$ cat src/rtl/smaesh_share_encoder_if.sv
// Stream bundle between the share encoder and its neighbours: plaintext words
// in, randomness in, masked shares out. The parameter d is the number of shares.
`ifndef DEFAULTSHARES
`define DEFAULTSHARES 2
`endif

interface smaesh_share_encoder_if #(
  parameter int unsigned d = `DEFAULTSHARES
);
  logic                   in_word_valid;
  logic                   in_word_ready;
  logic [31:0]            in_word;
  logic                   rnd_valid;
  logic                   rnd_ready;
  logic [128*(d-1)-1:0]   rnd_data;
  logic [128*d-1:0]       out_shares_data;
  logic                   out_valid;
  logic                   out_ready;
  logic                   busy;

  // Environment side: supplies words and randomness, sinks shares.
  modport master (
    output in_word_valid, in_word, rnd_valid, rnd_data, out_ready,
    input  in_word_ready, rnd_ready, out_shares_data, out_valid, busy
  );

  // Encoder side.
  modport slave (
    input  in_word_valid, in_word, rnd_valid, rnd_data, out_ready,
    output in_word_ready, rnd_ready, out_shares_data, out_valid, busy
  );
endinterface

$ cat src/rtl/smaesh_share_encoder.sv
// Boolean share encoder for the masked AES core. Collects four 32-bit plaintext
// words, draws one fresh mask word per block and registers d shares:
// share i = r_i (i >= 1), share 0 = pt ^ r_1 ^ ... ^ r_{d-1}.
// Build option SMAESH_SHARE_ENCODER_OVERLAP_EN: when defined, the next block is
// collected while the output register is still waiting for the downstream.
`ifndef DEFAULTSHARES
`define DEFAULTSHARES 2
`endif

module smaesh_share_encoder #(
  parameter int unsigned d = `DEFAULTSHARES
) (
  input  logic                  clk,
  input  logic                  rst,
  smaesh_share_encoder_if.slave bus
);

  localparam logic [0:0] COLLECT  = 1'b0;
  localparam logic [0:0] WAIT_RND = 1'b1;

  logic [0:0]       state;
  logic [1:0]       cnt;
  logic [127:0]     pt;
  logic [128*d-1:0] shares_q;
  logic             out_valid_q;

  logic             word_hs;
  logic             rnd_hs;
  logic             drain;
  logic             collect_ok;
  logic [127:0]     mask_acc;
  logic [128*d-1:0] shares_d;

`ifdef SMAESH_SHARE_ENCODER_OVERLAP_EN
  // Plaintext and output registers are separate, so collection ignores out_valid.
  assign collect_ok = 1'b1;
`else
  // Collection waits until the previous block has left the output register.
  assign collect_ok = ~out_valid_q;
`endif

  // Ready/valid depend only on registered state, out_ready and reset.
  assign bus.in_word_ready   = rst & (state == COLLECT) & collect_ok;
  assign bus.rnd_ready       = (state == WAIT_RND) & (~out_valid_q | bus.out_ready);
  assign bus.out_valid       = out_valid_q;
  assign bus.out_shares_data = shares_q;
  assign bus.busy            = (state == WAIT_RND) | (cnt != 2'd0) | out_valid_q;

  assign word_hs = bus.in_word_valid & bus.in_word_ready;
  assign rnd_hs  = bus.rnd_valid & bus.rnd_ready;
  assign drain   = out_valid_q & bus.out_ready;

  // Fold all masks into share 0; the masks themselves are shares 1..d-1.
  always_comb begin
    mask_acc = '0;
    for (int unsigned i = 1; i < d; i++) mask_acc ^= bus.rnd_data[128*(i-1) +: 128];
    shares_d = {bus.rnd_data, pt ^ mask_acc};
  end

  // Collection FSM, plaintext register and output register.
  always_ff @(posedge clk) begin
    if (!rst) begin
      state       <= COLLECT;
      cnt         <= 2'd0;
      pt          <= '0;
      shares_q    <= '0;
      out_valid_q <= 1'b0;
    end else begin
      if (word_hs) begin
        pt[{cnt, 5'd0} +: 32] <= bus.in_word;
        cnt                   <= cnt + 2'd1;
        if (cnt == 2'd3) state <= WAIT_RND;
      end
      // A reload in the same edge as a drain keeps out_valid high.
      if (rnd_hs) begin
        shares_q    <= shares_d;
        out_valid_q <= 1'b1;
        pt          <= '0;
        state       <= COLLECT;
      end else if (drain) begin
        out_valid_q <= 1'b0;
      end
    end
  end

endmodule

$ cat src/flat_wrapper.sv
// flat-port wrapper written by rule: the top's interface ports become plain ports
module smaesh_share_encoder_flat 
#(
  parameter int unsigned d = `DEFAULTSHARES
)
  (clk, rst, bus_in_word_valid, bus_in_word, bus_rnd_valid, bus_rnd_data, bus_out_ready, bus_in_word_ready, bus_rnd_ready, bus_out_shares_data, bus_out_valid, bus_busy);
  smaesh_share_encoder_if #(.d(d)) bus_i ();
  input  logic clk;
  input  logic rst;
  input wire logic [$bits(bus_i.in_word_valid)-1:0] bus_in_word_valid;
  input wire logic [$bits(bus_i.in_word)-1:0] bus_in_word;
  input wire logic [$bits(bus_i.rnd_valid)-1:0] bus_rnd_valid;
  input wire logic [$bits(bus_i.rnd_data)-1:0] bus_rnd_data;
  input wire logic [$bits(bus_i.out_ready)-1:0] bus_out_ready;
  output wire logic [$bits(bus_i.in_word_ready)-1:0] bus_in_word_ready;
  output wire logic [$bits(bus_i.rnd_ready)-1:0] bus_rnd_ready;
  output wire logic [$bits(bus_i.out_shares_data)-1:0] bus_out_shares_data;
  output wire logic [$bits(bus_i.out_valid)-1:0] bus_out_valid;
  output wire logic [$bits(bus_i.busy)-1:0] bus_busy;
  assign bus_i.in_word_valid = bus_in_word_valid;
  assign bus_i.in_word = bus_in_word;
  assign bus_i.rnd_valid = bus_rnd_valid;
  assign bus_i.rnd_data = bus_rnd_data;
  assign bus_i.out_ready = bus_out_ready;
  assign bus_in_word_ready = bus_i.in_word_ready;
  assign bus_rnd_ready = bus_i.rnd_ready;
  assign bus_out_shares_data = bus_i.out_shares_data;
  assign bus_out_valid = bus_i.out_valid;
  assign bus_busy = bus_i.busy;
  smaesh_share_encoder #(.d(d)) u_core (.clk(clk), .rst(rst), .bus(bus_i));
endmodule
$ cat config.mk
export PLATFORM = sky130hd
export DESIGN_NAME = smaesh_share_encoder_flat
export DESIGN_NICKNAME = d
export VERILOG_FILES = /design/src/rtl/smaesh_share_encoder_if.sv /design/src/rtl/smaesh_share_encoder.sv /design/src/flat_wrapper.sv
export SDC_FILE = /design/constraint.sdc
export NUM_CORES = 1
export LEC_CHECK = 0
export CORE_MARGIN = 8
export CORE_UTILIZATION = 44
export CTS_BUF_LIST = sky130_fd_sc_hd__clkbuf_16
export DETAILED_ROUTE_END_ITERATION = 12
export PLACE_DENSITY = 0.73
export SYNTH_ARGS = -nofsm -noshare
export SYNTH_HDL_FRONTEND = slang
export SYNTH_SLANG_ARGS = --single-unit
$ cat constraint.sdc
create_clock -name clk -period 1.9 [get_ports clk]
set_input_delay 0.57 -clock clk [delete_from_list [all_inputs] [get_ports clk]]
set_output_delay 0.57 -clock clk [all_outputs]
set_load 0.005 [all_outputs]
==> results.yml, run 1 <==
sta:
  tightest_slew_ns: 1.060
  min_period_over_period_pct: 113.7
  setup_violations: 2
  rsz0062_at_grt: "true"
  finClkSkew_ns: 0.01666
  relSlewSlack_pct: 29.31
  setup_slack_ns: -0.2603
  min_period_ns: 2.160
  finalHoldViolCount: 0
  fmax_mhz: 462.9
  drv_slew: 0
  hold_slack_ns: 0.4646
synthesis:
  synthesis.instances: 1834
  avgSynthCellArea_sq_um: 9.014
  syn-num-nets: 2004
  synth_top_area_cell: "dfxtp_1"
  ys.flop_type: "dfxtp_1"
  post_synth_num_cell_types: 34
  synth-async-reset-ratio_pct: 0
  synthesis.area_sq_um: 16530
  synth_top_area_share_pct: 46.99
  yosysSeqAreaShare_pct: 46.99
  synth_area_leaders: "dfxtp_1 (47%), nand4_1 (9.7%), a21oi_1 (7.8%), xnor2_1 (6.8%), a211oi_1 (5.8%)"
  ys_warn_count: 0
  ys_ff_latch: 388
  synth-edff-count: 0
routing:
  dr_wl_met2_microns: 30720
  ant_nets: 0
  drc: 0
  vias: 16995
  firstDrtPassIters: 8
  top_layer_used: "met4"
  dr_wl_met3_microns: 5157
  wire_per_inst_microns: 24.25
  drt-total-wl_microns: 65520
  via_per_inst: 6.290
  drt-met1-wl_microns: 26610
  drtIter0Drc: 1522
finish:
  layout_common_cells: "dfxtp_1 (381), dlygate4sd2_1 (259), a21oi_1 (258), nand4_1 (256), clkdlybuf4s50_1 (161)"
  area_growth_pct: 39.34
  layout-drive-gt1-share_pct: 10.32
  fill_cells: 3284
  layout_commonest_cell: "dfxtp_1"
  layout.nets: 2355
  final_cells: 2702
  final_util_pct: 61.73
place:
  dp_cells: 2603
  place.port_buffers: 424
  place_congestion: 0.8201
  post-dp-hpwl_microns: 43090
  preCtsSetupSlack_ns: -1.126
die:
  dieArea_sq_um: 44030
  die_h_microns: 209.8
  rows: 71
  start_util_pct: 44.31
  die_w_microns: 209.8
  ios: 425
  fp.coreArea_sq_um: 37310
power:
  p_per_area_nw_per_um2: 777.2
  peakVddDrop_mv: 0.6662
  seqPwrFrac_pct: 45.9
  switching_power_mw: 4.446
  pwr-share-comb_pct: 9.5
  clkPwrFrac_pct: 44.6
  p_int_mw: 13.46
  finalPower_mw: 17.90
  p_leak_nw: 8.421
  netSwitchingFraction_pct: 24.83
worst_setup_path:
  r2r-start: "u_core.cnt[1]"
  r2r_slack_ns: 0.12
  startpoint_type: "flop"
  endpoint_kind: "primary output"
  cp.required_ns: 1.33
  arrival_ns: 1.59
  cp_max_fo: 2
  r2r-end: "u_core.pt[95]"
  rr_worst_depth: 9
  worstSetupPathType: "reg2out"
run_status:
  violations: "setup timing"
  status: "finished, violations left"
worst_hold_path:
  hold_path_class: "reg2reg"
  min_from: "u_core.bus.out_shares_data[162]"
  hold_depth: 2
  whs_endpoint: "u_core.bus.out_shares_data[162]"
clock_tree:
  cts_root_buffer: "clkbuf_16"
  cts_tree: "done"
  h-tree-depth: 2
  clock-sinks: 388
  cts-buffers-inserted: 44
  cts_max_path_buffers: 3
  clock_latency_ns: 0.54
  path_clk_slew_ns: 0.06
  ctsHoldBuffers: 0
global_routing:
  grt_max_degree: 191
  grt_pass1_vias: 16380
  grt_pass1_wl_microns: 97820
  gr-usage-all-layers_pct: 27.68
  overflow: 0
  antenna_found_initial: 8
run:
  max_cap_viol_count: 0
cell usage after synthesis, drive strengths merged, types with 2 or more instances:
cell and n:
dfxtp 388, a21oi 259, nand4 256, clkbuf 172, o31ai 129, a211oi 128, a31oi 128, o21ai 128
xnor2 128, buf 81, inv 8, ha 5, nand2 5, nor3b 3, and4bb 2, nor2 2
nor3 2, nor4b 2
state kept, by name, summed over array words and instances (netlist names):
register	flops
u_core.bus.out_valid	1
u_core.state	1
u_core.pt	128
u_core.cnt	2
u_core.bus.out_shares_data	256
power groups by stage:
stage / combinational (mW) / sequential [mW] / clock [mW]
2_1_floorplan: 0.681 / 8.39 / 0
6_report: 1.71 / 8.21 / 7.98
5_1_grt: 1.79 / 8.21 / 8.47
3_3_place_gp: 1.64 / 8.39 / 0
4_1_cts: 1.67 / 8.21 / 8.09
3_5_place_dp: 1.66 / 8.39 / 0
worst max path at each step:
stage                             start                               to  slack [ns]  cells after the start
after floorplan           u_core.cnt[0]                    u_core.pt[10]        0.05                      6
after global placement    bus_out_ready  u_core.bus.out_shares_data[179]       -1.02                      6
after detailed placement  bus_out_ready  u_core.bus.out_shares_data[138]       -1.13                      6
after CTS                 u_core.cnt[1]                         bus_busy       -0.27                      5
after global routing      u_core.cnt[1]                         bus_busy       -0.30                      5
final                     u_core.cnt[0]                         bus_busy       -0.26                      5
stage by stage:
step	setup TNS (ns)	area [sq um]
finish	-0.3117	23030
global route	-0.3857	23030
CTS	-0.3385	22880
detailed placement	-288.19	21750
global placement	-259.74	21750
floorplan	0	16530
repair_timing:
action | 4_1_cts | 5_1_grt
gates resized for setup | 299 | 12
setup endpoints to repair | 563 | 106
gates cloned | 0 | 3
buffers inserted | 5 | 3
pin swaps | 3 | 4
final cells by class:
cell class / instances / area (sq um) / area share (%)
flip-flops and latches: 388 / 7779 / 33.77
multi-input cells: 1185 / 7776 / 33.76
repair buffers: 558 / 5483 / 23.80
clock buffers: 45 / 1126 / 4.889
well taps: 474 / 593.1 / 2.575
clock inverters: 36 / 214.0 / 0.9289
inverters: 8 / 42.54 / 0.1847
diodes: 8 / 20.02 / 0.08691
cell families after synthesis:
logic type      synth area share (%)
flops                          46.99
simple gates                   10.79
xor+xnor                       6.782
fa+ha+maj                     0.3784
buf+inv                        6.751
compound gates                 28.31
worst max-delay path, stage by stage, from the launching register on:
cell and delay [ns]:
dfxtp_2 0.32, inv_2 0.07, ha_4 0.14, inv_2 0.04, or3_4 0.32, buf_6 0.14
per-layer routing:
layer | global-route usage, % | vias to the layer above
met2 | 44.12 | 894
met1 | 35.44 | 8177
met4 | 14.02 | 0
met5 | 0 | -
met3 | 5.325 | 158
li1 | - | 7766
(Power assumes the default switching activity.)
==> run 2, diff against run 1 <==
--- a/config.mk
+++ b/config.mk
@@ -7,7 +7,6 @@
 export LEC_CHECK = 0
 export CORE_MARGIN = 8
 export CORE_UTILIZATION = 44
-export CTS_BUF_LIST = sky130_fd_sc_hd__clkbuf_16
 export DETAILED_ROUTE_END_ITERATION = 12
 export PLACE_DENSITY = 0.73
 export SYNTH_ARGS = -nofsm -noshare
==> results.yml, run 2 (synthesis gave the netlist of run 1 again) <==
run_status:
  status: "finished, violations left"
  violations: "setup timing"
place:
  post-dp-hpwl_microns: 43090
  place.port_buffers: 424
  place_congestion: 0.8201
  dp_cells: 2603
  placed_cell_area_sq_um: 21750
die:
  rows: 71
  ios: 425
  die_w_microns: 209.8
  die_h_microns: 209.8
  start_util_pct: 44.31
  dieArea_sq_um: 44030
  fp.coreArea_sq_um: 37310
finish:
  final_area_sq_um: 23170
  fill_cells: 3258
  layout_common_cells: "dfxtp_1 (380), dlygate4sd2_1 (259), a21oi_1 (258), nand4_1 (256), clkdlybuf4s50_1 (161)"
  layout-drive-gt1-share_pct: 10.99
  area_growth_pct: 40.16
  largest_reg_flops: 256
  layout_commonest_cell: "dfxtp_1"
  final_cells: 2700
  layout.nets: 2355
worst_setup_path:
  startpoint_type: "flop"
  cp_common_cell: "inv_2"
  path_cells: "inv_2 > ha_4 > inv_2 > or3_4 > buf_6"
  path_buf_inv: 3
  critPathTopFamily: "flip-flops"
  cp_max_fo: 2
  endpoint_kind: "primary output"
  cp_slowest_cell: "dfxtp_2"
  cp.required_ns: 1.33
  arrival_ns: 1.59
  worstSetupPathType: "reg2out"
  max_stage_delay_ns: 0.32
clock_tree:
  clock-sinks: 388
  cts-buffers-inserted: 44
  ctsHoldBuffers: 0
  cts_root_buffer: "clkbuf_16"
  h-tree-depth: 2
  cts_tree: "done"
  path_clk_slew_ns: 0.06
  cts_max_path_buffers: 3
  clock_latency_ns: 0.55
routing:
  drt-total-wl_microns: 65980
  firstDrtPassIters: 5
  wire_per_inst_microns: 24.44
  drtIter0Drc: 1516
  vias: 16848
  ant_nets: 0
  drc: 0
  via_per_inst: 6.240
worst_hold_path:
  hold_path_class: "reg2reg"
sta:
  tns_ns: -0.3142
  setup_slack_ns: -0.2581
  finClkSkew_ns: 0.01548
  fmax_mhz: 463.4
  tightest_slew_ns: 1.111
  relSlewSlack_pct: 25.94
  finalHoldViolCount: 0
  drv_slew: 0
  hold_slack_ns: 0.4650
  min_period_over_period_pct: 113.6
  setup_violations: 2
  rsz0062_at_grt: "true"
  min_period_ns: 2.158
power:
  peakVddDrop_mv: 0.6680
  p_per_area_nw_per_um2: 799.9
  p_leak_nw: 8.472
  finalPower_mw: 18.53
global_routing:
  grt_max_degree: 191
  gr-usage-all-layers_pct: 27.82
  grt_pass1_wl_microns: 98330
  grt_pass1_vias: 16427
  antenna_found_initial: 6
  overflow: 0
run:
  max_cap_viol_count: 0
[run 2: per-layer routing]
layer / global-route usage [%] / vias to the layer above / routed length, microns
met1: 35.52 / 8123 / 27010
met5: 0 / - / 0
li1: - / 7769 / -
met4: 13.66 / 0 / 3040
met2: 44.73 / 802 / 31000
met3: 5.266 / 154 / 4932
[run 2: path summary, 6_finish.rpt]
check	depth (start not counted)	endpoint	from	slack [ns]
setup / recovery	5	bus_busy	u_core.cnt[0]	-0.26
hold / removal	2	u_core.bus.out_shares_data[162]	u_core.bus.out_shares_data[162]	0.47
hold reg to reg	2	u_core.bus.out_shares_data[162]	u_core.bus.out_shares_data[162]	0.47
setup reg to reg	7	u_core.bus.out_shares_data[45]	u_core.bus.out_valid	0.10
[run 2: area by class of cell]
cell class	count	area, sq um	share of cell area [%]
Antenna cell	6	15.01	0.06480
Clock buffer	66	1345	5.805
Clock inverter	15	135.1	0.5832
Inverter	8	42.54	0.1836
Multi-Input combinational cell	1185	7776	33.56
Sequential cell	388	7780	33.58
Tap cell	474	593.1	2.560
Timing Repair Buffer	558	5483	23.66
[run 2: through the flow]
stage | utilization (%) | setup slack [ns]
global placement | 58.29 | -1.016
CTS | 61.70 | -0.2647
floorplan | - | 0.04812
finish | 62.10 | -0.2581
global route | 62.09 | -0.3031
detailed placement | 58.29 | -1.126
[run 2: report_power, final]
group / leakage [nW] / switching, mW / internal (mW)
sequential: 3.13 / 0.0342 / 8.18
clock: 0.740 / 3.44 / 5.16
combinational: 4.60 / 0.994 / 0.718
total: 8.47 / 4.47 / 14.1
[run 2: worst reg2reg max path, delay by kind of cell (launching register included)]
kind / cells / cell delay (ns)
AND/OR/NAND/NOR: 2 / 0.27
flip-flops: 1 / 0.34
buffers and inverters: 4 / 0.83
AO/OA/AOI/OAI: 1 / 0.25
[run 2: timing repair]
item,CTS,global route
setup endpoints to repair,563,108
gates resized for setup,300,12
buffers inserted,5,3
gates cloned,0,3
pin swaps,3,5
==> edit: new RTL, config.mk and constraints of run 1 <==
Make the reset (`rst`) asynchronous in one clocked block.
--- a/src/rtl/smaesh_share_encoder.sv
+++ b/src/rtl/smaesh_share_encoder.sv
@@ -60,3 +60,3 @@
   // Collection FSM, plaintext register and output register.
-  always_ff @(posedge clk) begin
+  always_ff @(posedge clk or negedge rst) begin
     if (!rst) begin
Formal check against the unedited RTL: differs if rst is asserted again (counterexample within 4 cycles, from zero or initial values and one cycle with rst low); with rst held inactive, the same outputs for 4 cycles.
==> edit against run 1 <==
  * The run still ends with setup timing left
  * Area after synthesis is 0.38% higher
  * Highest routed layer unchanged
  * Sequential cell count stayed put
  * Worst setup slack worse by 0.055 ns
  * Critical path type unchanged
  * Wire length is 14% lower
  * Design area is 6.5% higher
  * First-iteration DRC count is 45% lower
Power is not compared: it rests on default switching activity, and its combinational part moved more than twofold at a synthesized area within 25%.
==> edit: results <==
set metrics [dict create \
    wl_per_cell_um 24.8 \
    synth_sequential_area_ratio 0.585 \
    grt_use_met1 0.298 \
    detailedPlacementHpwl_mm 38.9 \
    place.detailed.instances 2162 \
    buffer_area_frac 0.230 \
    post_cts.resized_instances 301 \
    count_of_plain_and_timing_repair_buffers_in_the_layout 543 \
    timing.critical_path.slowest_stage_cell "sky130_fd_sc_hd__dfrtp_1" \
    critPathMaxFanout 2 \
    area_post_placement_um2 21800 \
    use_met3 0.0648 \
    setup_viol 134 \
    worst_slack_ns -0.315 \
    actual_slew_at_the_worst_max_slew_pin_ns 0.921 \
    global_route.usage.met2 0.395 \
    seq-cell-share 0.396 \
    crit-reg2reg-capture "u_core.pt[127]$_DFFE_PN0P_" \
    synthesis.nets 1423 \
    num_vias 12500 \
    initialDrtViolationCount 830 \
    synthArstFlopShare 1.00 \
    multi_input_gates 758 \
    clk_share 0.0544 \
    layout-drive-gt1-share 0.298 \
    grt_start_max_net_pins 150 \
    p_comb_frac 0.415 \
    placement.setup.worst_slack_ns -0.502 \
    cp_slowest_stage_delay_ns 0.38 \
    fin_hold_ws_ns 0.317 \
    place_congestion 0.811 \
    viasPerCell 5.45 \
    layout.core_utilization 0.656 \
    final.signal_inverter_count 7 \
    first_pass_grt_wire_length_mm 81.4 \
    crit_start "u_core.cnt[0]$_DFFE_PN0P_" \
    hp-class "in2async" \
    tns_ns -4.95 \
    num-nets-final 1911 \
    post_synth_inst_count 1253 \
    largest_register_ff_count 256 \
    critical_path_arrival_ns 1.64 \
    postCtsSetupRepairBufs 13 \
    groute.usage.overall 0.237 \
    grt_pass1_vias 13000 \
    violations "setup timing" \
    finalClockSkew_ns 0.0137 \
    grt_antenna_before_repair 4 \
    synth.distinct_cells 38 \
    numCtsBuffers 43 \
    detail_route.first_pass.iterations 6 \
    top_cells_by_area_synth "sky130_fd_sc_hd__dfrtp_1 (59%), sky130_fd_sc_hd__mux2_2 (15%), sky130_fd_sc_hd__xor2_1 (6.8%), sky130_fd_sc_hd__a21oi_1 (3.2%), sky130_fd_sc_hd__o21ai_0 (3.1%)" \
    status "finished, violations left" \
    crit-reg2reg-launch "u_core.state$_DFFE_PN0P_" \
]
edit: cell count changes in the layout (fill, tap and decap cells not counted), moves of 185 or more:
cell | before | now
sky130_fd_sc_hd__nand4_1 | 256 | 71
sky130_fd_sc_hd__a21oi_1 | 258 | 64
sky130_fd_sc_hd__dfxtp_1 | 381 | 0
sky130_fd_sc_hd__dfrtp_1 | 0 | 388
edit: logic make-up (layout without fill, tap and decap cells):
| group | after synthesis | after routing | synth area share |
|---|---|---|---|
| AND/OR/NAND/NOR | 130 | 130 | 0.0475 |
| flip-flops | 388 | 388 | 0.585 |
| multiplexers | 256 | 256 | 0.181 |
| buffers and inverters | 107 | 625 | 0.0362 |
| other | 0 | 4 | 0 |
| XOR/XNOR | 129 | 129 | 0.0681 |
| AO/OA/AOI/OAI | 238 | 238 | 0.0781 |
| adder cells (fa/ha/maj) | 5 | 5 | 0.00377 |
edit: layer usage:
layer  vias to the layer above  share of wire
li1                       5493              -
met1                      6447           0.40
met2                       436           0.50
met3                        90          0.071
met4                         0          0.027
met5                         -              0
